## config.mk

```make
export PLATFORM = sky130hd
export DESIGN_NAME = fifo_param_flat
export DESIGN_NICKNAME = d
export VERILOG_FILES = /design/src/rtl/fifo_param_if.sv /design/src/rtl/fifo_param.sv /design/src/flat_wrapper.sv
export SDC_FILE = /design/constraint.sdc
export NUM_CORES = 1
export LEC_CHECK = 0
export BUFFER_PORTS_ARGS = -buffer_cell sky130_fd_sc_hd__buf_2
export CORE_UTILIZATION = 40
export CTS_CLUSTER_DIAMETER = 60
export DETAILED_ROUTE_END_ITERATION = 8
export MAX_ROUTING_LAYER = met4
export SYNTH_ARGS = -nofsm -noshare
export SYNTH_HDL_FRONTEND = slang
export SYNTH_SLANG_ARGS = --single-unit
```

## constraint.sdc

```tcl
create_clock -name clk -period 3.4 [get_ports clk]
set_clock_uncertainty 0.05 [all_clocks]
set_input_delay 0.68 -clock clk [delete_from_list [all_inputs] [get_ports clk]]
set_output_delay 0.68 -clock clk [all_outputs]
set_load 0.05 [all_outputs]
```

## src/rtl/fifo_param_if.sv

```systemverilog
// Producer/consumer handshake bundle for fifo_param: requests, data, thresholds and status.
interface fifo_param_if #(
  parameter int BITNUMBER = 8,
  parameter int LENGTH    = 8
);
  localparam int ADDR = $clog2(LENGTH);

  logic                 Fifo_wr;
  logic                 Fifo_rd;
  logic [BITNUMBER-1:0] Fifo_Data_in;
  logic [ADDR:0]        umbral_full;
  logic [ADDR:0]        umbral_empty;
  logic                 err_clr;
  logic [BITNUMBER-1:0] Fifo_Data_out;
  logic                 Fifo_valid;
  logic [ADDR:0]        Fifo_count;
  logic                 Fifo_full;
  logic                 Fifo_empty;
  logic                 almost_full;
  logic                 almost_empty;
  logic                 Fifo_wr_error;
  logic                 Fifo_rd_error;
  logic                 Fifo_error;

  modport master (
    output Fifo_wr, Fifo_rd, Fifo_Data_in, umbral_full, umbral_empty, err_clr,
    input  Fifo_Data_out, Fifo_valid, Fifo_count, Fifo_full, Fifo_empty,
           almost_full, almost_empty, Fifo_wr_error, Fifo_rd_error, Fifo_error
  );

  modport slave (
    input  Fifo_wr, Fifo_rd, Fifo_Data_in, umbral_full, umbral_empty, err_clr,
    output Fifo_Data_out, Fifo_valid, Fifo_count, Fifo_full, Fifo_empty,
           almost_full, almost_empty, Fifo_wr_error, Fifo_rd_error, Fifo_error
  );
endinterface

```

## src/rtl/fifo_param.sv

```systemverilog
// Parametrised synchronous FIFO with run-time thresholds, occupancy count,
// registered read data with valid strobe, and a sticky software-clearable error.
module fifo_param #(
  parameter int BITNUMBER = 8,
  parameter int LENGTH    = 8
) (
  input logic         clk,
  input logic         reset,
  fifo_param_if.slave bus
);
  localparam int            ADDR  = $clog2(LENGTH);
  localparam logic [ADDR:0] DEPTH = (ADDR+1)'(LENGTH);

  logic [BITNUMBER-1:0] mem [LENGTH];
  logic [ADDR-1:0]      wr_ptr;
  logic [ADDR-1:0]      rd_ptr;
  logic [ADDR:0]        count;
  logic [BITNUMBER-1:0] data_out;
  logic                 valid;
  logic                 wr_error;
  logic                 rd_error;
  logic                 error;

  logic full, empty, wr_ok, rd_ok, wr_rej, rd_rej;

  always_comb begin
    full   = (count == DEPTH);
    empty  = (count == '0);
    rd_ok  = bus.Fifo_rd && !empty;
    // A read in the same cycle frees the slot, so a full FIFO still accepts the write.
    wr_ok  = bus.Fifo_wr && (!full || rd_ok);
    wr_rej = bus.Fifo_wr && !wr_ok;
    rd_rej = bus.Fifo_rd && !rd_ok;
  end

  always_ff @(posedge clk) begin
    if (wr_ok) mem[wr_ptr] <= bus.Fifo_Data_in;
  end

  always_ff @(posedge clk or negedge reset) begin
    if (!reset) begin
      wr_ptr   <= '0;
      rd_ptr   <= '0;
      count    <= '0;
      data_out <= '0;
      valid    <= 1'b0;
      wr_error <= 1'b0;
      rd_error <= 1'b0;
      error    <= 1'b0;
    end else begin
      if (wr_ok) wr_ptr <= wr_ptr + 1'b1;
      if (rd_ok) begin
        data_out <= mem[rd_ptr];
        rd_ptr   <= rd_ptr + 1'b1;
      end
      valid <= rd_ok;
      if (wr_ok && !rd_ok)      count <= count + 1'b1;
      else if (rd_ok && !wr_ok) count <= count - 1'b1;
      wr_error <= wr_rej;
      rd_error <= rd_rej;
      // New errors take priority over a simultaneous clear.
      error    <= wr_rej || rd_rej || (error && !bus.err_clr);
    end
  end

  always_comb begin
    bus.Fifo_Data_out = data_out;
    bus.Fifo_valid    = valid;
    bus.Fifo_count    = count;
    bus.Fifo_full     = full;
    bus.Fifo_empty    = empty;
    bus.almost_full   = (count >= bus.umbral_full);
    bus.almost_empty  = (count <= bus.umbral_empty);
    bus.Fifo_wr_error = wr_error;
    bus.Fifo_rd_error = rd_error;
    bus.Fifo_error    = error;
  end
endmodule
```

## src/flat_wrapper.sv

```systemverilog
// flat-port wrapper written by rule: the top's interface ports become plain ports
module fifo_param_flat 
#(
  parameter int BITNUMBER = 8,
  parameter int LENGTH    = 8
)
  (clk, reset, bus_Fifo_wr, bus_Fifo_rd, bus_Fifo_Data_in, bus_umbral_full, bus_umbral_empty, bus_err_clr, bus_Fifo_Data_out, bus_Fifo_valid, bus_Fifo_count, bus_Fifo_full, bus_Fifo_empty, bus_almost_full, bus_almost_empty, bus_Fifo_wr_error, bus_Fifo_rd_error, bus_Fifo_error);
  fifo_param_if #(.BITNUMBER(BITNUMBER), .LENGTH(LENGTH)) bus_i ();
  input logic clk;
  input logic reset;
  input wire logic [$bits(bus_i.Fifo_wr)-1:0] bus_Fifo_wr;
  input wire logic [$bits(bus_i.Fifo_rd)-1:0] bus_Fifo_rd;
  input wire logic [$bits(bus_i.Fifo_Data_in)-1:0] bus_Fifo_Data_in;
  input wire logic [$bits(bus_i.umbral_full)-1:0] bus_umbral_full;
  input wire logic [$bits(bus_i.umbral_empty)-1:0] bus_umbral_empty;
  input wire logic [$bits(bus_i.err_clr)-1:0] bus_err_clr;
  output wire logic [$bits(bus_i.Fifo_Data_out)-1:0] bus_Fifo_Data_out;
  output wire logic [$bits(bus_i.Fifo_valid)-1:0] bus_Fifo_valid;
  output wire logic [$bits(bus_i.Fifo_count)-1:0] bus_Fifo_count;
  output wire logic [$bits(bus_i.Fifo_full)-1:0] bus_Fifo_full;
  output wire logic [$bits(bus_i.Fifo_empty)-1:0] bus_Fifo_empty;
  output wire logic [$bits(bus_i.almost_full)-1:0] bus_almost_full;
  output wire logic [$bits(bus_i.almost_empty)-1:0] bus_almost_empty;
  output wire logic [$bits(bus_i.Fifo_wr_error)-1:0] bus_Fifo_wr_error;
  output wire logic [$bits(bus_i.Fifo_rd_error)-1:0] bus_Fifo_rd_error;
  output wire logic [$bits(bus_i.Fifo_error)-1:0] bus_Fifo_error;
  assign bus_i.Fifo_wr = bus_Fifo_wr;
  assign bus_i.Fifo_rd = bus_Fifo_rd;
  assign bus_i.Fifo_Data_in = bus_Fifo_Data_in;
  assign bus_i.umbral_full = bus_umbral_full;
  assign bus_i.umbral_empty = bus_umbral_empty;
  assign bus_i.err_clr = bus_err_clr;
  assign bus_Fifo_Data_out = bus_i.Fifo_Data_out;
  assign bus_Fifo_valid = bus_i.Fifo_valid;
  assign bus_Fifo_count = bus_i.Fifo_count;
  assign bus_Fifo_full = bus_i.Fifo_full;
  assign bus_Fifo_empty = bus_i.Fifo_empty;
  assign bus_almost_full = bus_i.almost_full;
  assign bus_almost_empty = bus_i.almost_empty;
  assign bus_Fifo_wr_error = bus_i.Fifo_wr_error;
  assign bus_Fifo_rd_error = bus_i.Fifo_rd_error;
  assign bus_Fifo_error = bus_i.Fifo_error;
  fifo_param #(.BITNUMBER(BITNUMBER), .LENGTH(LENGTH)) u_core (.clk(clk), .reset(reset), .bus(bus_i));
endmodule
```

==> key figures <==
Routing
  • # DRC: 4
  • M1 WL: 3414 µm
  • Uppermost routed layer: met4
  • Final WL: 6526 µm
  • Vias per inst: 5.111
  • Wire length on met2: 2792 µm
  • DR pass1 iterations: 8
  • Initial DRC Count: 67
  • DR vias: 2116
  • Routed wire per std cell: around 16 µm
  • Antenna Violating Nets Remaining: 0
  • Met3 wire len: 217 µm

Critical path
  • WS Path Type: flop to primary output
  • Crit path DAT: 2.10 ns
  • CP max FO: 9
  • Setup crit start kind: flop
  • CP Capture Type: primary output
  • Crit path required time: 2.67 ns

CTS
  • Maximum root-to-sink buffer count: 2
  • CTS Buf Count: 9
  • Worst-Skew Late Latency: 0.35 ns
  • Max H-tree Level: 3
  • Clock Tree Root: clkbuf_8
  • CTS tree: done
  • Cts hold-fix bufs: 0
  • CTS Sinks: 86
  • Clk slew on worst S/H paths: 0.09 ns
  • CTS resizes: 0
  • Setup bufs post-CTS: 0

STA
  • Final slew viol count: 0
  • Fin crit period: 2.827 ns
  • Final setup TNS: 0 ns
  • Final setup viols: 0
  • Final hold violation count: 0
  • Slew @ Worst Pin: 0.6826 ns
  • RSZ-0062 raised after global routing: false
  • Fmax: approximately 350 MHz
  • Crit share post-route: 83.14%
  • Max-slew headroom: 54.40%

Layout
  • Nets: approximately 340
  • Non-Filler Instances: 414
  • Diode count: 0
  • Final Util: around 48%
  • Area delta synth->final: 14.04%
  • Layout cells sized above 1: 28.76%

Die
  • FP Rows: 34
  • Die area: between 9000 and 10000 µm²
  • Die Wd: approximately 98 µm
  • Core Region: 8848 µm²
  • Effective utilization at floorplan: roughly two fifths
  • Die height: 98.39 µm
  • IO Count: around 40

GRT
  • GR Overflow Total: 0
  • Vias in the first global route: approximately 2100
  • Initial antenna violation count: 0
  • Global-route wire length before repair: about 11000 µm
  • GR Util All Layers: approximately 16%
  • Largest net degree at the start of global routing: 23

Synth
  • Top-area cell type share of the netlist area: 51.72%
  • Synth Area per Inst: about 15 µm²
  • Number of synthesized register bits: 86
  • Post-synthesis cell count: 248
  • Synthesized Nets: 283
  • Distinct cell type count after synthesis: 37
  • Synth area leader: edfxtp_1
  • Synth top area cells: edfxtp_1 52%, dfrtp_1 15%, mux2_2 5.2%
  • Yosys warnings: 0
  • Post-synthesis cell area: 3716 µm²
  • Sequential element share of the synthesized area: 66.53%

Status
  • Failing checks: design-rule violations
  • Status: finished, violations left

Place
  • RePlAce Congestion: 0.7638
  • IO Port Bufs: 40
  • DP Wirelength: 4492 µm
  • Placed instance count: slightly below 400

Pwr
  • Max rail drop VDD: 0.3438 mV
  • Pwr Density: 892.3 nW/µm²
  • Leak: 0.001699 µW

Min path
  • HP Class: primary input to async pin

Job
  • Maxcap violations: 0
-- worst paths after layout --
path,start,endpoint,slack [ns],depth (start not counted)
max,u_core.bus.Fifo_count[1],bus_almost_empty,0.57,6
min,reset,u_core.bus.Fifo_count[1],0.23,1
max reg2reg,u_core.bus.Fifo_count[2],u_core.bus.Fifo_count[3],0.70,10
min reg2reg,u_core.bus.Fifo_Data_out[6],u_core.bus.Fifo_Data_out[6],0.43,2
max in group asynchronous,reset,u_core.rd_ptr[2],2.73,1
min in group clk,u_core.bus.Fifo_Data_out[6],u_core.bus.Fifo_Data_out[6],0.43,2
-- flip-flops by register name (all words and copies together) (netlist names) --
register                  count
u_core.mem                   64
u_core.bus.Fifo_Data_out      8
u_core.bus.Fifo_count         4
u_core.rd_ptr                 3
u_core.wr_ptr                 3
u_core.bus.Fifo_error         1
u_core.bus.Fifo_rd_error      1
u_core.bus.Fifo_valid         1
u_core.bus.Fifo_wr_error      1
-- through the flow --
stage / area (µm²) / setup slack, ns / hold WS (ns) / power (µW)
after floorplan: 3716 / 0.07049 / 0.3344 / 2806
after global placement: 4056 / 0.5654 / 0.4110 / 3139
after detailed placement: 4056 / 0.4886 / 0.4201 / 3170
after CTS: 4238 / 0.5437 / 0.2392 / 3832
after global routing: 4238 / 0.4035 / 0.2625 / 4041
final: 4238 / 0.5731 / 0.2338 / 3781
-- cells in the final DEF (no fill, tap or decap), types with 2 or more instances in the layout --
master,instances
nor3_1,8
dfrtp_1,22
edfxtp_1,64
clkinv_4,2
a21o_1,4
buf_4,10
and2_1,2
clkbuf_8,9
buf_2,40
a21oi_1,2
o21ai_2,2
nand2b_1,4
ha_1,13
o21ai_0,3
a221o_1,8
mux2_2,17
xnor2_1,5
o22ai_1,9
nor2b_1,3
o21a_1,2
nor4_1,2
o21ai_1,7
inv_1,9
inv_2,2
nand2_1,21
mux2i_1,17
clkinvlp_4,2
nor2_1,4
-- critical path, cell delays in order, from the launching register on --
cell,delay [ns]
dfrtp_1,0.51
ha_1,0.35
nor2b_1,0.13
o21a_1,0.16
o21a_1,0.16
o21ai_0,0.15
buf_2,0.29
-- cells by family (layout without fill, tap and decap cells) --
| group | count (synthesis) | in the layout | share of synthesized area, % |
|---|---|---|---|
| flops | 86 | 86 | 66.53 |
| simple gates | 48 | 48 | 6.162 |
| compound gates | 39 | 39 | 7.407 |
| mux | 35 | 35 | 10.03 |
| buf+inv | 20 | 78 | 3.535 |
| fa+ha+maj | 14 | 14 | 4.916 |
| xor+xnor | 6 | 6 | 1.414 |
-- cell type report --
type | instances | area (µm²)
clock inverter | 7 | 57.56
tap | 108 | 135.1
inverter | 11 | 41.29
multi-input combinational | 142 | 1112
timing repair buffer | 51 | 295.3
clock buffer | 9 | 123.9
sequential | 86 | 2472
fill | 772 | 4611
-- power breakdown --
group          internal, µW  leakage (µW)  total, µW  switching (µW)
clock                   274     0.0000877        652             378
combinational           598      0.000763       1580             985
sequential             1370      0.000848       1550             180
-- synth_stat cells --
master and number:
edfxtp_1 64, dfrtp_1 22, nand2_1 21, mux2_2 17, mux2i_1 17, ha_1 13, inv_1 9, o22ai_1 9
a221o_1 8, nor3_1 8, o21ai_1 7, xnor2_1 5, a21o_1 4, nand2b_1 4, nor2_1 4, buf_6 3
nor2b_1 3, o21ai_0 3, a21oi_1 2, and2_1 2, buf_12 2, clkbuf_1 2, inv_2 2, nor4_1 2
o21a_1 2, o21ai_2 2, a2111oi_0 1, and2b_1 1, and3_1 1, buf_1 1, buf_2 1, fa_1 1
mux2_1 1, nand4_1 1, o31ai_1 1, or3_1 1, xor2_1 1
-- metal layers --
layer / track usage [%] / vias up
li1: - / 1042
met1: 21.78 / 1021
met2: 22.48 / 43
met3: 3.221 / 10
met4: 7.922 / 0
met5: - / -
Note: power is estimated with default switching activity, not from simulation.
